File: config.mk
export PLATFORM = sky130hd
export DESIGN_NAME = mac_acc
export DESIGN_NICKNAME = d
export VERILOG_FILES = /design/src/rtl/mac_pkg.sv /design/src/rtl/mac_tree.sv /design/src/rtl/mac_acc.sv
export SDC_FILE = /design/constraint.sdc
export NUM_CORES = 1
export LEC_CHECK = 0
export ABC_AREA = 1
export BUFFER_PORTS_ARGS = -buffer_cell sky130_fd_sc_hd__buf_2
export CAP_MARGIN = 25
export CORE_UTILIZATION = 65
export CTS_BUF_LIST = sky130_fd_sc_hd__clkbuf_4 sky130_fd_sc_hd__clkbuf_8 sky130_fd_sc_hd__clkbuf_16
export DETAILED_ROUTE_END_ITERATION = 10
export GPL_TIMING_DRIVEN = 0
export HOLD_SLACK_MARGIN = 0.1
export PLACE_DENSITY = 0.87
export SLEW_MARGIN = 40
export SYNTH_ARGS = -nofsm -noshare
export SYNTH_HDL_FRONTEND = slang
export SYNTH_SLANG_ARGS = --single-unit
File: constraint.sdc
create_clock -name clk -period 13.9 [get_ports clk]
set_input_delay 2.085 -clock clk [delete_from_list [all_inputs] [get_ports clk]]
set_output_delay 2.085 -clock clk [all_outputs]
set_load 0.05 [all_outputs]
File: src/rtl/mac_pkg.sv
// Shared defaults and helpers for the CNN conv MAC datapath.
package mac_pkg;

    // Default widths and geometry shared with the conv top.
    localparam int MAC_INPUT_NUM  = 4;
    localparam int MAC_WDP        = 9;
    localparam int MAC_WDP_WEIGHT = 9;
    localparam int MAC_WDP_BIAS   = 13;
    localparam int MAC_WDP_ACC    = 24;
    localparam int MAC_WDP_OUT    = 9;
    localparam int MAC_ACC_NUM    = 3;
    localparam int MAC_BIAS_SHIFT = 2;
    localparam int MAC_OUT_SHIFT  = 4;
    localparam int MAC_RELU_EN    = 1;

    // Lane count rounded up to the next power of two (adder-tree leaves).
    function automatic int pad_num(input int n);
        return 1 << $clog2(n);
    endfunction

    // Round-half-up arithmetic right shift, optional ReLU, then saturation
    // to a signed wout-bit range. Evaluated at 64 bits so no step overflows.
    function automatic logic signed [63:0] sat_round(
        input logic signed [63:0] acc,
        input int                 shift,
        input bit                 relu,
        input int                 wout
    );
        logic signed [63:0] r;
        logic signed [63:0] hi;
        logic signed [63:0] lo;
        r = acc;
        if (shift > 0) begin
            r = (acc + (64'sd1 <<< (shift - 1))) >>> shift;
        end
        if (relu && (r < 0)) begin
            r = '0;
        end
        hi = (64'sd1 <<< (wout - 1)) - 64'sd1;
        lo = -(64'sd1 <<< (wout - 1));
        if (r > hi) begin
            r = hi;
        end else if (r < lo) begin
            r = lo;
        end
        return r;
    endfunction

endpackage

File: src/rtl/mac_tree.sv
// Registered lane multiply followed by a pipelined adder tree, with a
// sideband bus (valid plus opaque payload) delayed to match the tree latency.
module mac_tree
    import mac_pkg::*;
#(
    parameter int INPUT_NUM  = MAC_INPUT_NUM,
    parameter int WDP        = MAC_WDP,
    parameter int WDP_WEIGHT = MAC_WDP_WEIGHT,
    parameter int WDP_ACC    = MAC_WDP_ACC,
    parameter int SB_W       = 1
)(
    input  logic                            clk,
    input  logic                            rstn,
    input  logic                            clr,
    input  logic                            i_vld,
    input  logic [SB_W-1:0]                 i_sb,
    input  logic [WDP*INPUT_NUM-1:0]        i_d,
    input  logic [WDP_WEIGHT*INPUT_NUM-1:0] i_w,
    output logic                            o_vld,
    output logic [SB_W-1:0]                 o_sb,
    output logic signed [WDP_ACC-1:0]       o_sum,
    output logic                            o_any_vld
);

    localparam int P = pad_num(INPUT_NUM);
    localparam int L = $clog2(P);
    localparam int T = L + 1;

    // Nodes are stored level by level: leaves at 0..P-1, root at 2P-2.
    function automatic int node_base(input int k);
        return 2 * P - 2 * (P >> k);
    endfunction

    logic signed [WDP_ACC-1:0] w_prod [P];
    logic signed [WDP_ACC-1:0] r_node [2*P-1];
    logic [T-1:0]              r_vld;
    logic [SB_W-1:0]           r_sb [T];

    // Lane 0 sits in the MSBs; padding lanes contribute zero.
    for (genvar g = 0; g < P; g++) begin : g_leaf
        if (g < INPUT_NUM) begin : g_lane
            logic signed [WDP-1:0]            w_dl;
            logic signed [WDP_WEIGHT-1:0]     w_wl;
            logic signed [WDP+WDP_WEIGHT-1:0] w_full;
            assign w_dl      = i_d[(INPUT_NUM-1-g)*WDP +: WDP];
            assign w_wl      = i_w[(INPUT_NUM-1-g)*WDP_WEIGHT +: WDP_WEIGHT];
            assign w_full    = w_dl * w_wl;
            assign w_prod[g] = WDP_ACC'(w_full);
        end else begin : g_pad
            assign w_prod[g] = '0;
        end
    end

    // Product register and one register per tree level.
    // NOTE: sequential state uses non-blocking assignments so every stage
    // samples the previous stage's value from before the clock edge.
    always_ff @(posedge clk or negedge rstn) begin
        if (!rstn) begin
            for (int n = 0; n < 2*P-1; n++) r_node[n] <= '0;
        end else begin
            for (int n = 0; n < P; n++) r_node[n] <= w_prod[n];
            for (int k = 1; k <= L; k++) begin
                for (int j = 0; j < (P >> k); j++) begin
                    r_node[node_base(k)+j] <= r_node[node_base(k-1)+2*j]
                                            + r_node[node_base(k-1)+2*j+1];
                end
            end
        end
    end

    // Sideband shift register; clr drops every beat in flight.
    always_ff @(posedge clk or negedge rstn) begin
        if (!rstn) begin
            r_vld <= '0;
            for (int k = 0; k < T; k++) r_sb[k] <= '0;
        end else if (clr) begin
            r_vld <= '0;
            for (int k = 0; k < T; k++) r_sb[k] <= '0;
        end else begin
            r_vld[0] <= i_vld;
            r_sb[0]  <= i_sb;
            for (int k = 1; k < T; k++) begin
                r_vld[k] <= r_vld[k-1];
                r_sb[k]  <= r_sb[k-1];
            end
        end
    end

    assign o_vld     = r_vld[T-1];
    assign o_sb      = r_sb[T-1];
    assign o_sum     = r_node[2*P-2];
    assign o_any_vld = |r_vld;

endmodule

File: src/rtl/mac_acc.sv
// Conv MAC: input register, multiply/adder tree, group accumulator with
// first-beat bias, and requantization (round, ReLU, saturate) to WDP_OUT.
module mac_acc
    import mac_pkg::*;
#(
    parameter int INPUT_NUM  = MAC_INPUT_NUM,
    parameter int WDP        = MAC_WDP,
    parameter int WDP_WEIGHT = MAC_WDP_WEIGHT,
    parameter int WDP_BIAS   = MAC_WDP_BIAS,
    parameter int WDP_ACC    = MAC_WDP_ACC,
    parameter int WDP_OUT    = MAC_WDP_OUT,
    parameter int ACC_NUM    = MAC_ACC_NUM,
    parameter int BIAS_SHIFT = MAC_BIAS_SHIFT,
    parameter int OUT_SHIFT  = MAC_OUT_SHIFT,
    parameter int RELU_EN    = MAC_RELU_EN
)(
    input  logic                            clk,
    input  logic                            rstn,
    input  logic                            clr,
    input  logic                            d_en,
    input  logic [WDP*INPUT_NUM-1:0]        d,
    input  logic [WDP_WEIGHT*INPUT_NUM-1:0] w,
    input  logic [WDP_BIAS-1:0]             bias,
    output logic                            q_en,
    output logic                            q_en_b1,
    output logic [WDP_OUT-1:0]              q,
    output logic                            busy
);

    localparam int ACC_MIN = WDP + WDP_WEIGHT + $clog2(INPUT_NUM) + $clog2(ACC_NUM) + 1;
    localparam int CNT_W   = (ACC_NUM > 1) ? $clog2(ACC_NUM) : 1;

    if (WDP_ACC < ACC_MIN) begin : g_bad_acc_width
        $error("mac_acc: WDP_ACC is too narrow for the worst-case group sum");
    end

    typedef struct packed {
        logic                first;
        logic                last;
        logic [WDP_BIAS-1:0] bias;
    } sb_t;

    logic [CNT_W-1:0]                r_cnt;
    logic                            w_first;
    logic                            w_last;
    logic                            r_in_vld;
    sb_t                             r_in_sb;
    logic [WDP*INPUT_NUM-1:0]        r_in_d;
    logic [WDP_WEIGHT*INPUT_NUM-1:0] r_in_w;
    logic                            w_t_vld;
    logic [$bits(sb_t)-1:0]          w_t_sb_raw;
    sb_t                             w_t_sb;
    logic signed [WDP_ACC-1:0]       w_t_sum;
    logic                            w_t_busy;
    logic signed [WDP_ACC-1:0]       w_bias_ext;
    logic signed [WDP_ACC-1:0]       w_acc_nxt;
    logic signed [WDP_ACC-1:0]       r_acc;
    logic                            r_acc_vld;
    logic                            r_acc_last;
    logic [WDP_OUT-1:0]              r_q;
    logic                            r_q_en;

    assign w_first = (r_cnt == '0);
    assign w_last  = (r_cnt == CNT_W'(ACC_NUM - 1));

    // Beat counter and input register; clr discards a beat on the same edge.
    always_ff @(posedge clk or negedge rstn) begin
        if (!rstn) begin
            r_cnt    <= '0;
            r_in_vld <= 1'b0;
            r_in_sb  <= '0;
            r_in_d   <= '0;
            r_in_w   <= '0;
        end else begin
            r_in_d <= d;
            r_in_w <= w;
            if (clr) begin
                r_cnt    <= '0;
                r_in_vld <= 1'b0;
                r_in_sb  <= '0;
            end else begin
                r_in_vld      <= d_en;
                r_in_sb.first <= d_en & w_first;
                r_in_sb.last  <= d_en & w_last;
                r_in_sb.bias  <= bias;
                if (d_en) begin
                    r_cnt <= w_last ? '0 : r_cnt + CNT_W'(1);
                end
            end
        end
    end

    mac_tree #(
        .INPUT_NUM  (INPUT_NUM),
        .WDP        (WDP),
        .WDP_WEIGHT (WDP_WEIGHT),
        .WDP_ACC    (WDP_ACC),
        .SB_W       ($bits(sb_t))
    ) u_tree (
        .clk       (clk),
        .rstn      (rstn),
        .clr       (clr),
        .i_vld     (r_in_vld),
        .i_sb      (r_in_sb),
        .i_d       (r_in_d),
        .i_w       (r_in_w),
        .o_vld     (w_t_vld),
        .o_sb      (w_t_sb_raw),
        .o_sum     (w_t_sum),
        .o_any_vld (w_t_busy)
    );

    assign w_t_sb     = sb_t'(w_t_sb_raw);
    assign w_bias_ext = WDP_ACC'($signed(w_t_sb.bias)) <<< BIAS_SHIFT;
    assign w_acc_nxt  = w_t_sb.first ? (w_t_sum + w_bias_ext) : (r_acc + w_t_sum);

    // Group accumulator: restart with bias on the first beat, else add.
    always_ff @(posedge clk or negedge rstn) begin
        if (!rstn) begin
            r_acc      <= '0;
            r_acc_vld  <= 1'b0;
            r_acc_last <= 1'b0;
        end else if (clr) begin
            r_acc      <= '0;
            r_acc_vld  <= 1'b0;
            r_acc_last <= 1'b0;
        end else begin
            r_acc_vld  <= w_t_vld;
            r_acc_last <= w_t_vld & w_t_sb.last;
            if (w_t_vld) begin
                r_acc <= w_acc_nxt;
            end
        end
    end

    assign q_en_b1 = r_acc_vld & r_acc_last;

    // Requantize a completed group; q holds between pulses and across clr.
    always_ff @(posedge clk or negedge rstn) begin
        if (!rstn) begin
            r_q    <= '0;
            r_q_en <= 1'b0;
        end else if (clr) begin
            r_q_en <= 1'b0;
        end else begin
            r_q_en <= q_en_b1;
            if (q_en_b1) begin
                r_q <= WDP_OUT'(sat_round(64'(r_acc), OUT_SHIFT, RELU_EN != 0, WDP_OUT));
            end
        end
    end

    assign q    = r_q;
    assign q_en = r_q_en;
    assign busy = (r_cnt != '0) | r_in_vld | w_t_busy | r_acc_vld | r_q_en;

endmodule

==> impl_metrics.tcl <==
set metrics [dict create \
    run_status "finished, final reports clean" \
    p_sw_mw 2.88 \
    drt-initial-drc-count 1586 \
    clk_path_buf_depth 3 \
    initial_utilization 0.659 \
    io_buffers 100 \
    track_usage 0.308 \
    ys.flop_type "dfrtp_1" \
    die_area_um2 42300 \
    ant_nets 0 \
    critical_path_required_ns 14.35 \
    antenna_found_initial 0 \
    worstSkewPairLatency_ns 0.57 \
    fin_crit_sh 0.383 \
    dp_slack_ns 8.63 \
    timing.final.ws_setup_ns 8.57 \
    htree_levels 2 \
    clk_pin_slew_worst_paths_ns 0.06 \
    tightest_slew_ns 0.785 \
    slew_headroom 0.475 \
    syn_area_per_cell_um2 8.47 \
    drive_above_1_share 0.0570 \
    min_path_type "reg -> reg" \
    postCtsSetupBuffers 0 \
    grt_max_degree 81 \
    critPathMaxFanout 9 \
    postSynth.asyncResetShare 1.00 \
    yosysWarningCount 0 \
    swShare 0.469 \
    via_per_inst 5.41 \
    synth_nets 3809 \
    seq_power_share 0.211 \
    clock_skew_ns 0.0182 \
    finalHoldViolCount 0 \
    p_int_mw 3.26 \
    fin_setup_tns_ns 0 \
    peakVddDrop_mv 0.140 \
    route.detailed.drc 0 \
    critPathArrivalTime_ns 5.78 \
    ctsResizeCount 0 \
    grt_overflow 0 \
    ioPinCount 101 \
    synth_edf_count 0 \
    crit_path_end_kind "flop" \
    dp_hpwl_mm 47.8 \
    postCtsHoldBufs 0 \
    cts_tree "yes" \
    routed_wl_mm 61.2 \
    core_um2 40900 \
    synth_seq_cells 308 \
    vias 21005 \
    drt_pass1_iterations 5 \
    cap_viol_max_count 0 \
    syn_area_um2 27000 \
    num_rows 74 \
    wl_per_cell_um 15.8 \
    area_delta_synth_final_pct 9.24 \
    grt_pass1_wl_mm 103 \
    routabilityCongestion 0.984 \
    cts_sinks 308 \
    antenna_cells 0 \
    cts_buffers 35 \
    fmax_mhz 188 \
    final_nets 3950 \
    ys_types 45 \
    rsz0062_at_grt "no" \
    crit_type "reg -> reg" \
    setup_viol_count_final 0 \
    grt_pass1_vias 21496 \
    critPathLaunchType "flop" \
    synth_cells 3183 \
    die_h_um 206 \
    cts-root-buf "clkbuf_16" \
    power_frac_comb 0.631 \
    min_period_ns 5.33 \
    power.density_nw_per_um2 208 \
    leakagePower_nw 16.1 \
    slew_viol_final 0 \
    die_w_um 206 \
    seq_area_frac_synth 0.286 \
    power_frac_clock 0.158 \
]
## cells in the final DEF (no fill, tap or decap), types with 82 or more instances in the layout
cell type  instances
nand3_1          137
inv_1            625
o21ai_0           97
buf_2             99
xor2_1            85
clkbuf_1          82
nand2_1          714
nor2_1           230
ha_1             252
dfrtp_1          308
fa_1             285
a21oi_1          162
## through the flow
step	hold WS (ns)	cells	utilization	instance area, µm²	power (mW)
after floorplan	0.434	3183	-	27000	4.25
after global placement	0.439	3815	0.688	28100	4.98
after detailed placement	0.445	3819	0.691	28300	5.10
after CTS	0.460	3881	0.720	29500	6.16
after global routing	0.475	3881	0.720	29500	6.78
final	0.456	3881	0.720	29500	6.14
## flip-flops by register name (all words and copies together) (netlist names)
register,flops
r_in_sb,15
q_en,1
r_acc_last,1
u_tree.o_sb,15
u_tree.o_sum,24
u_tree.r_sb,30
r_in_d,36
r_in_vld,1
u_tree.r_vld,3
r_acc,24
r_acc_vld,1
r_in_w,36
q,9
r_cnt,2
u_tree.r_node,110
## synthesized netlist by cell type, drive strengths merged (2+ instances only)
| library cell | n | area share |
|---|---|---|
| a21boi | 2 | 0.00056 |
| a21o | 15 | 0.0042 |
| a21oi | 162 | 0.030 |
| a31oi | 5 | 0.0012 |
| and2 | 5 | 0.0012 |
| buf | 2 | 0.00070 |
| clkbuf | 82 | 0.011 |
| clkinv | 4 | 0.00056 |
| dfrtp | 308 | 0.29 |
| fa | 285 | 0.21 |
| ha | 252 | 0.12 |
| inv | 627 | 0.087 |
| nand2 | 720 | 0.10 |
| nand3 | 140 | 0.027 |
| nand3b | 2 | 0.00056 |
| nand4 | 36 | 0.0083 |
| nor2 | 236 | 0.034 |
| nor3 | 15 | 0.0028 |
| nor4 | 3 | 0.00070 |
| o2111ai | 4 | 0.0013 |
| o211ai | 9 | 0.0025 |
| o21a | 2 | 0.00056 |
| o21ai | 104 | 0.019 |
| o21bai | 10 | 0.0028 |
| o31ai | 3 | 0.00083 |
| or2 | 6 | 0.0014 |
| xnor2 | 52 | 0.017 |
| xor2 | 85 | 0.028 |
## power groups by stage
stage          combinational (mW)  clock (mW)  sequential (mW)
3_3_place_gp                 3.68           0             1.30
5_1_grt                      4.45        1.02             1.30
6_report                     3.88       0.972             1.29
3_5_place_dp                 3.79           0             1.30
2_1_floorplan                3.00           0             1.24
4_1_cts                      3.87       0.990             1.29
## worst max-delay path, cell delays in order, from the launching register on
cell,delay [ns]
dfrtp_1,0.42
clkinv_1,0.27
or2_2,0.38
fa_1,0.51
fa_1,0.55
inv_1,0.06
fa_1,0.51
fa_1,0.59
fa_1,0.44
ha_1,0.38
nand2_1,0.09
nand3_1,0.16
nand2_1,0.12
nand2_1,0.06
a21oi_1,0.19
o21ai_0,0.16
a21oi_1,0.19
inv_1,0.06
nand2_1,0.05
nand2_1,0.04
## cell type report
cell class	instances	area, µm²
Buffer	84	327
Clock buffer	39	918
Sequential cell	308	7710
Tap cell	532	666
Multi-Input combinational cell	2160	16600
Inverter	631	2370
Fill cell	3054	11500
Timing Repair Buffer	104	621
Clock inverter	23	289
## kinds of logic after synthesis
kind of cell             share of synthesized area
buffers and inverters                       0.0999
AND/OR/NAND/NOR                              0.177
AO/OA/AOI/OAI                               0.0647
XOR/XNOR                                    0.0445
adder cells (fa/ha/maj)                      0.328
flip-flops                                   0.286
## path summary, 6_finish.rpt
| kind | from | endpoint | slack (ns) | cells after the start |
|---|---|---|---|---|
| worst max-delay path | r_in_w[8] | u_tree.r_node[87] | 8.57 | 19 |
| worst min-delay path | u_tree.r_sb[42] | u_tree.r_sb[27] | 0.46 | 2 |
| worst max register to register | r_in_w[8] | u_tree.r_node[87] | 8.57 | 19 |
| worst min register to register | u_tree.r_sb[42] | u_tree.r_sb[27] | 0.46 | 2 |
| max in group asynchronous | rstn | u_tree.r_node[107] | 11.12 | 4 |
| min in group asynchronous | rstn | q[4] | 1.39 | 1 |
## routing by layer
| layer | wire length (µm) | global-route usage | up-vias |
|---|---|---|---|
| met3 | 3120 | 0.0342 | 138 |
| met5 | 0 | 0 | - |
| met4 | 2270 | 0.123 | 0 |
| li1 | - | - | 10073 |
| met1 | 25000 | 0.393 | 10110 |
| met2 | 30900 | 0.536 | 684 |
Power figures use the tool's default switching activity.
